File: src/rtl/axil_corr_ctrl_if.sv
// AXI4-Lite bundle between the PS master port and the correlator control slave.
interface axil_corr_ctrl_if #(
    parameter int unsigned ADDR_W = 5
);
    logic [ADDR_W-1:0] awaddr;
    logic [2:0]        awprot;
    logic              awvalid;
    logic              awready;
    logic [31:0]       wdata;
    logic [3:0]        wstrb;
    logic              wvalid;
    logic              wready;
    logic [1:0]        bresp;
    logic              bvalid;
    logic              bready;
    logic [ADDR_W-1:0] araddr;
    logic [2:0]        arprot;
    logic              arvalid;
    logic              arready;
    logic [31:0]       rdata;
    logic [1:0]        rresp;
    logic              rvalid;
    logic              rready;

    modport master (
        output awaddr, awprot, awvalid, wdata, wstrb, wvalid, bready,
               araddr, arprot, arvalid, rready,
        input  awready, wready, bresp, bvalid, arready, rdata, rresp, rvalid
    );

    modport slave (
        input  awaddr, awprot, awvalid, wdata, wstrb, wvalid, bready,
               araddr, arprot, arvalid, rready,
        output awready, wready, bresp, bvalid, arready, rdata, rresp, rvalid
    );
endinterface

File: src/rtl/axil_corr_ctrl.sv
// AXI4-Lite register block for the correlator: config/status registers plus the
// clear -> run integration sequencer (single or continuous integrations).
module axil_corr_ctrl #(
    parameter int unsigned ADDR_W      = 5,
    parameter int unsigned K_W         = 10,
    parameter int unsigned CLR_CYCLES  = 4,
    parameter int unsigned ACC_DEFAULT = 1024
) (
    input  logic            axi_clock,
    input  logic            axi_rst_n,
    axil_corr_ctrl_if.slave s_axi,
    input  logic            sample_valid,
    input  logic            corr_ovf,
    output logic            corr_rst,
    output logic            corr_en,
    output logic [K_W-1:0]  corr_k,
    output logic            acc_last
);
    localparam int unsigned IDX_W = ADDR_W - 2;
    localparam int unsigned ClrW  = $clog2(CLR_CYCLES) + 1;
    localparam logic [IDX_W-1:0] IdxCtrl = IDX_W'(0);
    localparam logic [IDX_W-1:0] IdxLen  = IDX_W'(1);
    localparam logic [IDX_W-1:0] IdxK    = IDX_W'(2);
    localparam logic [IDX_W-1:0] IdxStat = IDX_W'(3);
    localparam logic [IDX_W-1:0] IdxCnt  = IDX_W'(4);

    typedef enum logic [1:0] {StIdle, StClr, StRun} state_e;

    function automatic logic [31:0] lane_merge(input logic [31:0] old_val,
                                               input logic [31:0] new_val,
                                               input logic [3:0]  strb);
        logic [31:0] res;
        for (int b = 0; b < 4; b++) begin
            res[8*b +: 8] = strb[b] ? new_val[8*b +: 8] : old_val[8*b +: 8];
        end
        return res;
    endfunction

    // Write channel state
    logic             aw_held_q, aw_held_d, w_held_q, w_held_d;
    logic             bvalid_q, bvalid_d, awready_q, wready_q;
    logic [IDX_W-1:0] aw_idx_q;
    logic [31:0]      wdata_q;
    logic [3:0]       wstrb_q;
    logic             aw_hs, w_hs, do_write;
    // Read channel state
    logic             arready_q, rvalid_q, rvalid_d, ar_hs;
    logic [31:0]      rdata_q, rd_mux;
    logic [IDX_W-1:0] ar_idx;
    // Registers
    logic             ctrl_cont_q, done_q, ovf_q;
    logic [31:0]      acc_len_q, int_cnt_q, k_merge;
    logic [K_W-1:0]   dft_k_q;
    logic             wr_ctrl, start_wr, abort_wr, stat_w1c, busy;
    // Sequencer
    state_e           state_q, state_d;
    logic [ClrW-1:0]  clr_cnt_q, clr_cnt_d;
    logic [31:0]      cnt_q, cnt_d, len_m1_q, len_m1_d;
    logic             abort_rst_q, abort_rst_d, last_hit;

    assign aw_hs    = s_axi.awvalid && awready_q;
    assign w_hs     = s_axi.wvalid && wready_q;
    assign do_write = aw_held_q && w_held_q;
    assign ar_hs    = s_axi.arvalid && arready_q;
    assign ar_idx   = s_axi.araddr[ADDR_W-1:2];

    always_comb begin
        aw_held_d = aw_held_q;
        w_held_d  = w_held_q;
        bvalid_d  = bvalid_q;
        if (do_write) begin
            aw_held_d = 1'b0;
            w_held_d  = 1'b0;
            bvalid_d  = 1'b1;
        end else begin
            if (aw_hs) aw_held_d = 1'b1;
            if (w_hs) w_held_d = 1'b1;
            if (bvalid_q && s_axi.bready) bvalid_d = 1'b0;
        end
        rvalid_d = rvalid_q;
        if (ar_hs) begin
            rvalid_d = 1'b1;
        end else if (rvalid_q && s_axi.rready) begin
            rvalid_d = 1'b0;
        end
    end

    always_ff @(posedge axi_clock) begin
        if (!axi_rst_n) begin
            aw_held_q <= 1'b0;
            w_held_q  <= 1'b0;
            bvalid_q  <= 1'b0;
            awready_q <= 1'b0;
            wready_q  <= 1'b0;
            aw_idx_q  <= '0;
            wdata_q   <= '0;
            wstrb_q   <= '0;
            arready_q <= 1'b0;
            rvalid_q  <= 1'b0;
            rdata_q   <= '0;
        end else begin
            aw_held_q <= aw_held_d;
            w_held_q  <= w_held_d;
            bvalid_q  <= bvalid_d;
            // Readies are registered from next-state so a held beat is never re-accepted
            awready_q <= !aw_held_d && !bvalid_d;
            wready_q  <= !w_held_d && !bvalid_d;
            if (aw_hs) aw_idx_q <= s_axi.awaddr[ADDR_W-1:2];
            if (w_hs) begin
                wdata_q <= s_axi.wdata;
                wstrb_q <= s_axi.wstrb;
            end
            arready_q <= !rvalid_d;
            rvalid_q  <= rvalid_d;
            if (ar_hs) rdata_q <= rd_mux;
        end
    end

    assign wr_ctrl  = do_write && (aw_idx_q == IdxCtrl) && wstrb_q[0];
    assign start_wr = wr_ctrl && wdata_q[0];
    assign abort_wr = wr_ctrl && wdata_q[1];
    assign stat_w1c = do_write && (aw_idx_q == IdxStat) && wstrb_q[0];
    assign busy     = (state_q != StIdle);
    assign k_merge  = lane_merge(32'(dft_k_q), wdata_q, wstrb_q);

    always_comb begin
        case (ar_idx)
            IdxCtrl: rd_mux = {29'd0, ctrl_cont_q, 2'b00};
            IdxLen:  rd_mux = acc_len_q;
            IdxK:    rd_mux = 32'(dft_k_q);
            IdxStat: rd_mux = {29'd0, ovf_q, done_q, busy};
            IdxCnt:  rd_mux = int_cnt_q;
            default: rd_mux = '0;
        endcase
    end

    always_ff @(posedge axi_clock) begin
        if (!axi_rst_n) begin
            ctrl_cont_q <= 1'b0;
            acc_len_q   <= 32'(ACC_DEFAULT);
            dft_k_q     <= '0;
            done_q      <= 1'b0;
            ovf_q       <= 1'b0;
            int_cnt_q   <= '0;
        end else begin
            if (do_write) begin
                case (aw_idx_q)
                    IdxCtrl: if (wstrb_q[0]) ctrl_cont_q <= wdata_q[2];
                    IdxLen:  acc_len_q <= lane_merge(acc_len_q, wdata_q, wstrb_q);
                    IdxK:    dft_k_q <= k_merge[K_W-1:0];
                    default: ;
                endcase
            end
            // Set beats a simultaneous W1C
            done_q <= last_hit || (done_q && !(stat_w1c && wdata_q[1]));
            ovf_q  <= corr_ovf || (ovf_q && !(stat_w1c && wdata_q[2]));
            if (start_wr && !abort_wr && !busy) begin
                int_cnt_q <= '0;
            end else if (last_hit) begin
                int_cnt_q <= int_cnt_q + 32'd1;
            end
        end
    end

    always_comb begin
        state_d     = state_q;
        clr_cnt_d   = clr_cnt_q;
        cnt_d       = cnt_q;
        len_m1_d    = len_m1_q;
        abort_rst_d = 1'b0;
        last_hit    = 1'b0;
        if (abort_wr) begin
            state_d     = StIdle;
            abort_rst_d = 1'b1;
        end else begin
            unique case (state_q)
                StIdle: begin
                    if (start_wr) begin
                        state_d   = StClr;
                        clr_cnt_d = '0;
                        cnt_d     = '0;
                        len_m1_d  = (acc_len_q == 32'd0) ? 32'd0 : acc_len_q - 32'd1;
                    end
                end
                StClr: begin
                    if (clr_cnt_q == ClrW'(CLR_CYCLES - 1)) begin
                        state_d = StRun;
                    end else begin
                        clr_cnt_d = clr_cnt_q + 1'b1;
                    end
                end
                StRun: begin
                    if (sample_valid) begin
                        if (cnt_q == len_m1_q) begin
                            last_hit = 1'b1;
                            cnt_d    = '0;
                            if (!ctrl_cont_q) state_d = StIdle;
                        end else begin
                            cnt_d = cnt_q + 32'd1;
                        end
                    end
                end
                default: state_d = StIdle;
            endcase
        end
    end

    always_ff @(posedge axi_clock) begin
        if (!axi_rst_n) begin
            state_q     <= StIdle;
            clr_cnt_q   <= '0;
            cnt_q       <= '0;
            len_m1_q    <= '0;
            abort_rst_q <= 1'b0;
        end else begin
            state_q     <= state_d;
            clr_cnt_q   <= clr_cnt_d;
            cnt_q       <= cnt_d;
            len_m1_q    <= len_m1_d;
            abort_rst_q <= abort_rst_d;
        end
    end

    assign corr_rst = (state_q == StClr) || abort_rst_q;
    assign corr_en  = (state_q == StRun);
    assign corr_k   = dft_k_q;
    assign acc_last = last_hit;

    assign s_axi.awready = awready_q;
    assign s_axi.wready  = wready_q;
    assign s_axi.bvalid  = bvalid_q;
    assign s_axi.bresp   = 2'b00;
    assign s_axi.arready = arready_q;
    assign s_axi.rvalid  = rvalid_q;
    assign s_axi.rdata   = rdata_q;
    assign s_axi.rresp   = 2'b00;

    logic unused_ok;
    assign unused_ok = ^{s_axi.awaddr[1:0], s_axi.araddr[1:0], s_axi.awprot, s_axi.arprot,
                         k_merge[31:K_W]};
endmodule

File: src/flat_wrapper.sv
// flat-port wrapper written by rule: the top's interface ports become plain ports
module axil_corr_ctrl_flat 
#(
    parameter int unsigned ADDR_W      = 5,
    parameter int unsigned K_W         = 10,
    parameter int unsigned CLR_CYCLES  = 4,
    parameter int unsigned ACC_DEFAULT = 1024
)
  (axi_clock, axi_rst_n, sample_valid, corr_ovf, corr_rst, corr_en, corr_k, acc_last, s_axi_awaddr, s_axi_awprot, s_axi_awvalid, s_axi_wdata, s_axi_wstrb, s_axi_wvalid, s_axi_bready, s_axi_araddr, s_axi_arprot, s_axi_arvalid, s_axi_rready, s_axi_awready, s_axi_wready, s_axi_bresp, s_axi_bvalid, s_axi_arready, s_axi_rdata, s_axi_rresp, s_axi_rvalid);
  axil_corr_ctrl_if #(.ADDR_W(ADDR_W)) s_axi_i ();
  input  logic axi_clock;
  input  logic axi_rst_n;
  input  logic sample_valid;
  input  logic corr_ovf;
  output logic corr_rst;
  output logic corr_en;
  output logic [K_W-1:0] corr_k;
  output logic acc_last;
  input wire logic [$bits(s_axi_i.awaddr)-1:0] s_axi_awaddr;
  input wire logic [$bits(s_axi_i.awprot)-1:0] s_axi_awprot;
  input wire logic [$bits(s_axi_i.awvalid)-1:0] s_axi_awvalid;
  input wire logic [$bits(s_axi_i.wdata)-1:0] s_axi_wdata;
  input wire logic [$bits(s_axi_i.wstrb)-1:0] s_axi_wstrb;
  input wire logic [$bits(s_axi_i.wvalid)-1:0] s_axi_wvalid;
  input wire logic [$bits(s_axi_i.bready)-1:0] s_axi_bready;
  input wire logic [$bits(s_axi_i.araddr)-1:0] s_axi_araddr;
  input wire logic [$bits(s_axi_i.arprot)-1:0] s_axi_arprot;
  input wire logic [$bits(s_axi_i.arvalid)-1:0] s_axi_arvalid;
  input wire logic [$bits(s_axi_i.rready)-1:0] s_axi_rready;
  output wire logic [$bits(s_axi_i.awready)-1:0] s_axi_awready;
  output wire logic [$bits(s_axi_i.wready)-1:0] s_axi_wready;
  output wire logic [$bits(s_axi_i.bresp)-1:0] s_axi_bresp;
  output wire logic [$bits(s_axi_i.bvalid)-1:0] s_axi_bvalid;
  output wire logic [$bits(s_axi_i.arready)-1:0] s_axi_arready;
  output wire logic [$bits(s_axi_i.rdata)-1:0] s_axi_rdata;
  output wire logic [$bits(s_axi_i.rresp)-1:0] s_axi_rresp;
  output wire logic [$bits(s_axi_i.rvalid)-1:0] s_axi_rvalid;
  assign s_axi_i.awaddr = s_axi_awaddr;
  assign s_axi_i.awprot = s_axi_awprot;
  assign s_axi_i.awvalid = s_axi_awvalid;
  assign s_axi_i.wdata = s_axi_wdata;
  assign s_axi_i.wstrb = s_axi_wstrb;
  assign s_axi_i.wvalid = s_axi_wvalid;
  assign s_axi_i.bready = s_axi_bready;
  assign s_axi_i.araddr = s_axi_araddr;
  assign s_axi_i.arprot = s_axi_arprot;
  assign s_axi_i.arvalid = s_axi_arvalid;
  assign s_axi_i.rready = s_axi_rready;
  assign s_axi_awready = s_axi_i.awready;
  assign s_axi_wready = s_axi_i.wready;
  assign s_axi_bresp = s_axi_i.bresp;
  assign s_axi_bvalid = s_axi_i.bvalid;
  assign s_axi_arready = s_axi_i.arready;
  assign s_axi_rdata = s_axi_i.rdata;
  assign s_axi_rresp = s_axi_i.rresp;
  assign s_axi_rvalid = s_axi_i.rvalid;
  axil_corr_ctrl #(.ADDR_W(ADDR_W), .K_W(K_W), .CLR_CYCLES(CLR_CYCLES), .ACC_DEFAULT(ACC_DEFAULT)) u_core (.axi_clock(axi_clock), .axi_rst_n(axi_rst_n), .s_axi(s_axi_i), .sample_valid(sample_valid), .corr_ovf(corr_ovf), .corr_rst(corr_rst), .corr_en(corr_en), .corr_k(corr_k), .acc_last(acc_last));
endmodule
File: config.mk
export PLATFORM = sky130hd
export DESIGN_NAME = axil_corr_ctrl_flat
export DESIGN_NICKNAME = d
export VERILOG_FILES = /design/src/rtl/axil_corr_ctrl_if.sv /design/src/rtl/axil_corr_ctrl.sv /design/src/flat_wrapper.sv
export SDC_FILE = /design/constraint.sdc
export NUM_CORES = 1
export LEC_CHECK = 0
export CAP_MARGIN = 20
export CORE_UTILIZATION = 56
export CTS_CLUSTER_SIZE = 30
export DETAILED_ROUTE_END_ITERATION = 6
export PLACE_DENSITY = 0.84
export REMOVE_ABC_BUFFERS = 1
export SLEW_MARGIN = 5
export SYNTH_ARGS = -nofsm -noshare
export SYNTH_HDL_FRONTEND = slang
export SYNTH_SLANG_ARGS = --single-unit
File: constraint.sdc
create_clock -name axi_clock -period 3.15 [get_ports axi_clock]
set_clock_uncertainty 0.1 [all_clocks]
set_input_delay 0.4725 -clock axi_clock [delete_from_list [all_inputs] [get_ports axi_clock]]
set_output_delay 0.4725 -clock axi_clock [all_outputs]
set_load 0.01 [all_outputs]
# Word-level counts from Yosys, hierarchy flattened
# Index checks and enable logic that the tools add are counted.
dict set report classes {
  div_mod_pow 0
  n_reduce_logical 51
  addsub 4
  muxes 28
  n_shift 0
  bitwise_logic 2
  eq_ne 17
  order_cmp 0
  mul 0
}
# op count
set op_table {}
lappend op_table {{one-hot mux 32 bit (5 select lines)} 1}
lappend op_table {{two-way mux 32 bit} 4}
lappend op_table {{adder 32 x 1 -> 32 bit, second input constant} 2}
lappend op_table {{one-hot mux 32 bit (2 select lines)} 1}
lappend op_table {{equality test 32 bit} 1}
lappend op_table {{logical NOT 32 bit} 1}
lappend op_table {{subtractor 32 x 1 -> 32 bit, second input constant} 1}
lappend op_table {{AND reduction 3 bit} 8}
lappend op_table {{logical AND 1 bit} 20}
lappend op_table {{equality test 3 x 2 -> 1 bit, second input constant} 5}
lappend op_table {{two-way mux 1 bit} 13}
lappend op_table {{two-way mux 2 bit} 5}
lappend op_table {{logical NOT 1 bit} 8}
lappend op_table {{AND reduction 4 bit} 2}
lappend op_table {{equality test 3 x 1 -> 1 bit, second input constant} 2}
lappend op_table {{logical NOT 3 bit} 2}
lappend op_table {{two-way mux 3 bit} 2}
lappend op_table {{inequality test 2 x 1 -> 1 bit, second input constant} 3}
lappend op_table {{inequality test 2 bit, second input constant} 3}
lappend op_table {{one-hot mux 2 bit (3 select lines)} 1}
lappend op_table {{one-hot mux 3 bit (2 select lines)} 1}
lappend op_table {{nonzero test 2 bit} 3}
lappend op_table {{AND reduction 5 bit} 1}
lappend op_table {{OR reduction 2 bit} 2}
lappend op_table {{7 further kinds} 10}
dict set report totals {
  latchBits 0
  ram_bits 0
  reg_bits 225
  word_cells 128
  mem_bits_ro 0
  input_bits 61
  output_inout_bits 54
  memories 0
}

# Longest topological paths before layout
# Gate-level depths: netlist of the first run.
dict set report logic_depth {
  ltp_word 8
  ltp_mapped 8
}

# Least setup slack after synthesis of the first run
# Ideal clock, no wire load.
dict set report synth_path {
  kind {register -> register}
  startpoint {register u_core.acc_len_q[0]}
  endpoint {register u_core.len_m1_q[28]}
  required_ps 2929
  arrival_ps 2398
  setup_slack_ps 531
  n_path_buf 1
  path_stages_with_launch 9
  cell_sequence {dfxtp_1 > inv_1 > ha_1 > or4b_2 > or2_2 > nand2b_1 > o311ai_4 > buf_6 > o21ai_0}
}
dict set report synth_between {
  elab_chain_cells 2
  elab_cells_between_ends 3
  classes_between {1 x add/sub; 1 x mux; 1 x reduce/logical}
}
# item line_no
set synth_lines {}
lappend synth_lines {{start, declared} axil_corr_ctrl.sv:52} ;# logic [31:0] acc_len_q, int_cnt_q, k_merge;
lappend synth_lines {{start signal, assigned} axil_corr_ctrl.sv:140} ;# acc_len_q <= 32'(ACC_DEFAULT);
lappend synth_lines {{start signal, assigned} axil_corr_ctrl.sv:149} ;# IdxLen: acc_len_q <= lane_merge(acc_len_q, wdata_q, wstrb_q);
lappend synth_lines {{subtractor 32 x 1 -> 32 bit / logical NOT 32 bit (equally long branches)} axil_corr_ctrl.sv:182} ;# len_m1_d = (acc_len_q == 32'd0) ? 32'd0 : acc_len_q - 32'd1;
lappend synth_lines {{two-way mux 32 bit *} axil_corr_ctrl.sv:182}
lappend synth_lines {{end signal, assigned} axil_corr_ctrl.sv:219} ;# len_m1_q <= len_m1_d;
lappend synth_lines {{end, declared} axil_corr_ctrl.sv:58} ;# logic [31:0] cnt_q, cnt_d, len_m1_q, len_m1_d;
# Mark *: on every way between the ends. The rest lies on a longest branch, timed or not.
# A chain may end at the register's enable or synchronous reset.

# Worst setup path in the final report of the first run
dict set report layout_path {
  startpoint {register u_core.acc_len_q[0]}
  endpoint {register u_core.len_m1_q[3]}
}
# Same word-level chain as after synthesis.

==> results of run 1 <==
## worst min-delay path by stage
stage / to
finish: u_core.wdata_q[10]
global route: u_core.wdata_q[31]
CTS: u_core.wdata_q[10]
detailed placement: u_core.wdata_q[10]
global placement: u_core.wdata_q[14]
floorplan: u_core.wdata_q[10]
## synthesized netlist by cell type, drive strengths merged, types with 2 or more instances
| cell type | instances |
|---|---|
| nor2 | 120 |
| nand2b | 8 |
| nor4 | 18 |
| nand3 | 62 |
| nor3 | 26 |
| inv | 22 |
| a21o | 2 |
| or2 | 3 |
| and4 | 2 |
| buf | 11 |
| a22oi | 41 |
| a22o | 22 |
| xnor2 | 79 |
| nand2 | 200 |
| mux2i | 14 |
| xor2 | 8 |
| a31oi | 2 |
| or3 | 23 |
| o21ai | 68 |
| or4 | 14 |
| a21oi | 112 |
| ha | 5 |
| and2 | 8 |
| nand3b | 4 |
| nor2b | 5 |
| nor4b | 3 |
| nand4 | 24 |
| nand4b | 6 |
| o31ai | 8 |
| dfxtp | 225 |
| and3 | 11 |
| mux2 | 3 |
| clkbuf | 63 |
| nor3b | 2 |
## timing repair
| item | in CTS | in global routing |
|---|---|---|
| hold buffers | 0 | 0 |
| endpoints found under the setup margin | 1 | 1 |
| setup buffers | 1 | 1 |
| pin swaps | 1 | 3 |
| gates resized for setup | 0 | 11 |
## area by class of cell
| class | count | area, um2 | share of cell area |
|---|---|---|---|
| clock buffers | 31 | 655.6 | 0.05380 |
| inverters | 22 | 85.08 | 0.006982 |
| multi-input cells | 917 | 5210 | 0.4275 |
| well taps | 225 | 281.5 | 0.02310 |
| repair buffers | 141 | 1336 | 0.1097 |
| flip-flops and latches | 225 | 4512 | 0.3702 |
| clock inverters | 10 | 106.4 | 0.008727 |
## worst reg2reg max path, cell delays in order, from the launching register on
cell      delay, ns
dfxtp_1        0.34
inv_1          0.09
ha_1           0.21
or4b_2         0.66
or2_2          0.38
nand2b_1       0.28
o311ai_4       0.32
buf_4          0.26
a21oi_1        0.07
a21o_1         0.15
## registers in the layout (all words and copies together) (netlist names), 2 cells and up
signal / flops
u_core.acc_len_q: 32
u_core.aw_idx_q: 3
u_core.clr_cnt_q: 3
u_core.cnt_q: 32
u_core.corr_k: 10
u_core.int_cnt_q: 32
u_core.len_m1_q: 32
u_core.s_axi.rdata: 32
u_core.state_q: 2
u_core.wdata_q: 32
u_core.wstrb_q: 4
## cell families (layout without fill, tap and decap cells)
family	Yosys count	after routing
simple gates	542	542
compound gates	261	261
flops	225	225
mux	18	18
buf+inv	96	204
xor+xnor	87	87
other cells	1	4
fa+ha+maj	5	5
## power by group through the flow
stage	sequential (mW)	combinational [mW]	clock [mW]
floorplan	2.97	0.111	0
global placement	2.97	0.258	0
detailed placement	2.97	0.262	0
CTS	2.91	0.263	2.78
global route	2.91	0.288	2.89
finish	2.91	0.265	2.75
## placed cells by master, fill, tap and decap left out, drive strengths merged, types with 2 or more instances in the layout
cell / synthesis / layout
nand4: 24 / 24
bufinv: 0 / 2
nand2: 200 / 200
and2: 8 / 8
nor2b: 5 / 5
nand3: 62 / 62
xnor2: 79 / 79
clkbuf: 63 / 31
nand2b: 8 / 8
a22oi: 41 / 41
nand3b: 4 / 4
conb: 1 / 4
mux2: 3 / 3
clkdlybuf4s50: 0 / 99
a21o: 2 / 2
xor2: 8 / 8
dfxtp: 225 / 225
nor4: 18 / 18
ha: 5 / 5
o21ai: 68 / 68
buf: 11 / 41
nor3: 26 / 26
or2: 3 / 3
nor2: 120 / 120
a22o: 22 / 22
or3: 23 / 23
or4: 14 / 14
and3: 11 / 11
clkinv: 0 / 6
nor4b: 3 / 3
a21oi: 112 / 112
inv: 22 / 23
nor3b: 2 / 2
mux2i: 14 / 14
a31oi: 2 / 2
o31ai: 8 / 8
nand4b: 6 / 6
and4: 2 / 2
## per-layer routing
| metal | routed length, um | GRT usage | up-vias |
|---|---|---|---|
| li1 | - | - | 4501 |
| met1 | 10940 | 0.3611 | 4377 |
| met2 | 12220 | 0.4487 | 324 |
| met3 | 1623 | 0.04139 | 65 |
| met4 | 921 | 0.1185 | 0 |
| met5 | 0 | 0 | - |
## stage by stage
stage               power, mW  setup slack [ns]  utilization
floorplan               3.076            -1.279            -
global placement        3.226            0.2536       0.6535
detailed placement      3.232            0.2258       0.6535
CTS                     5.944           0.01429       0.6977
global route            6.086           0.02902       0.6997
finish                  5.926            0.1712       0.6997
==> impl_metrics.env, run 1 <==
export IMPL_drv_slew=0
export IMPL_clock_latency_ns=0.52
export IMPL_cts_tree="yes"
export IMPL_cts_made_buffers=23
export IMPL_crit_arrival_ns=3.28
export IMPL_yosysSeqAreaShare=0.4478
export IMPL_placed_area_um2=11380
export IMPL_cp_slowest_cell="or4b_2"
export IMPL_synthXorXnorAreaFrac=0.07575
export IMPL_core_um2=17420
export IMPL_status="finished, final reports clean"
export IMPL_dp_cells=1528
export IMPL_timing_rr_end="u_core.len_m1_q[3]"
export IMPL_p_sw_mw=1.312
export IMPL_hold_depth=2
export IMPL_critical_path_max_stage_delay_ns=0.66
export IMPL_firstDrtPassIters=5
export IMPL_grt_max_degree=101
export IMPL_yosysTopAreaCell="dfxtp_1"
export IMPL_synth_cell_types=54
export IMPL_die_area_um2=18500
export IMPL_syn_area_um2=10060
export IMPL_cp_depth=9
export IMPL_fin_nets=1396
export IMPL_fp_dieH_um=136.0
export IMPL_fin_setup_tns_ns=0
export IMPL_synth_simple_area_share=0.2558
export IMPL_cts_root_buf="clkbuf_16"
export IMPL_netlist_instances=1235
export IMPL_vias_per_cell=5.899
export IMPL_internal_power_mw=4.613
export IMPL_fin_hold_ws_ns=0.3562
export IMPL_synth_ff_type="dfxtp_1"
export IMPL_cts_sinks=225
export IMPL_slew_headroom=0.5288
export IMPL_tightest_slew_ns=0.7035
export IMPL_cp_max_fo=19
export IMPL_path_clk_slew_ns=0.06
export IMPL_cp_required_ns=3.45
export IMPL_io_buffers=100
export IMPL_drtAntennaViolNets=0
export IMPL_num_fill_cells=1334
export IMPL_finalCritPeriodShare=0.9456
export IMPL_yosysWarnings=0
export IMPL_rsz0062_at_grt="false"
export IMPL_synth_top_family_by_area="simple AND/OR/NAND/NOR gates"
export IMPL_clkPwrFrac=0.465
export IMPL_reg2regPathDepth=9
export IMPL_dp_hpwl_mm=18.16
export IMPL_rows=48
export IMPL_grt_pass1_vias=8495
export IMPL_track_usage=0.2753
export IMPL_fin_crit_ns=2.979
export IMPL_rr_startpoint="u_core.acc_len_q[0]"
export IMPL_cp_num_buf_inv=2
export IMPL_grt_pass1_wl_mm=41.07
export IMPL_syn_to_final_growth_pct=21.14
export IMPL_hold_viol=0
export IMPL_cp_cell_sequence="inv_1, ha_1, or4b_2, or2_2, nand2b_1, o311ai_4, buf_4, a21oi_1, a21o_1"
export IMPL_wirelength_mm=25.70
export IMPL_drt_iter0_markers=691
export IMPL_ir_worst_vdd_mv=0.4693
export IMPL_crit_path_end="u_core.len_m1_q[3]"
export IMPL_synth_compound_area_share=0.1547
export IMPL_path_class="flop to flop"
export IMPL_crit_family="simple AND/OR/NAND/NOR gates"
export IMPL_die_w_um=136.0
export IMPL_startpoint="u_core.acc_len_q[0]"
export IMPL_antenna_found_initial=0
export IMPL_async_flop_share=0
export IMPL_remaining_drc_errors=0
export IMPL_drive_gt1_frac=0.08098
export IMPL_power_density_nw_per_um2=486.3
export IMPL_ys_ff_latch=225
export IMPL_critPathCaptureType="flop"
export IMPL_synth_area_top_cells="dfxtp_1 45%, nand2_1 7.5%, xnor2_1 6.9%"
export IMPL_final_setup_viol_count=0
export IMPL_grt_overflow=0
export IMPL_final_cells=1571
export IMPL_fin_area_um2=12190
export IMPL_leakage_nw=4.067
export IMPL_seq_power_share=0.491
export IMPL_hp_class="flop to flop"
export IMPL_rrSetupSlack_ns=0.17
export IMPL_synth_mux_area_frac=0.01953
export IMPL_start_util=0.5776
export IMPL_setup_worst_path_start_class="flop"
export IMPL_postSynthAreaPerCell_um2=8.145
export IMPL_cap_violations=0
export IMPL_min_from="u_core.wdata_q[10]"
export IMPL_synth_top_area_share=0.4478
export IMPL_netSwitchingFraction=0.2215
export IMPL_combPwrFrac=0.045
export IMPL_routedWlPerCell_um=16.36
export IMPL_clock_path_buffers=3
export IMPL_max_freq_mhz=335.7
export IMPL_pin_count=115
export IMPL_n_antenna_cell=0
export IMPL_synth_fa_ha_area_frac=0.006219
export IMPL_htree_levels=1
export IMPL_synth_edf_count=0
export IMPL_gp_congestion=0.8736
export IMPL_via_count=9267
(Power assumes the default switching activity.)
==> run 2: changes to the inputs <==
Settings changed: ABC_CLOCK_PERIOD_IN_PS set to 3150.
==> results of run 2 <==
Same layout as run 1: the final DEF is identical, and so are final timing and power.
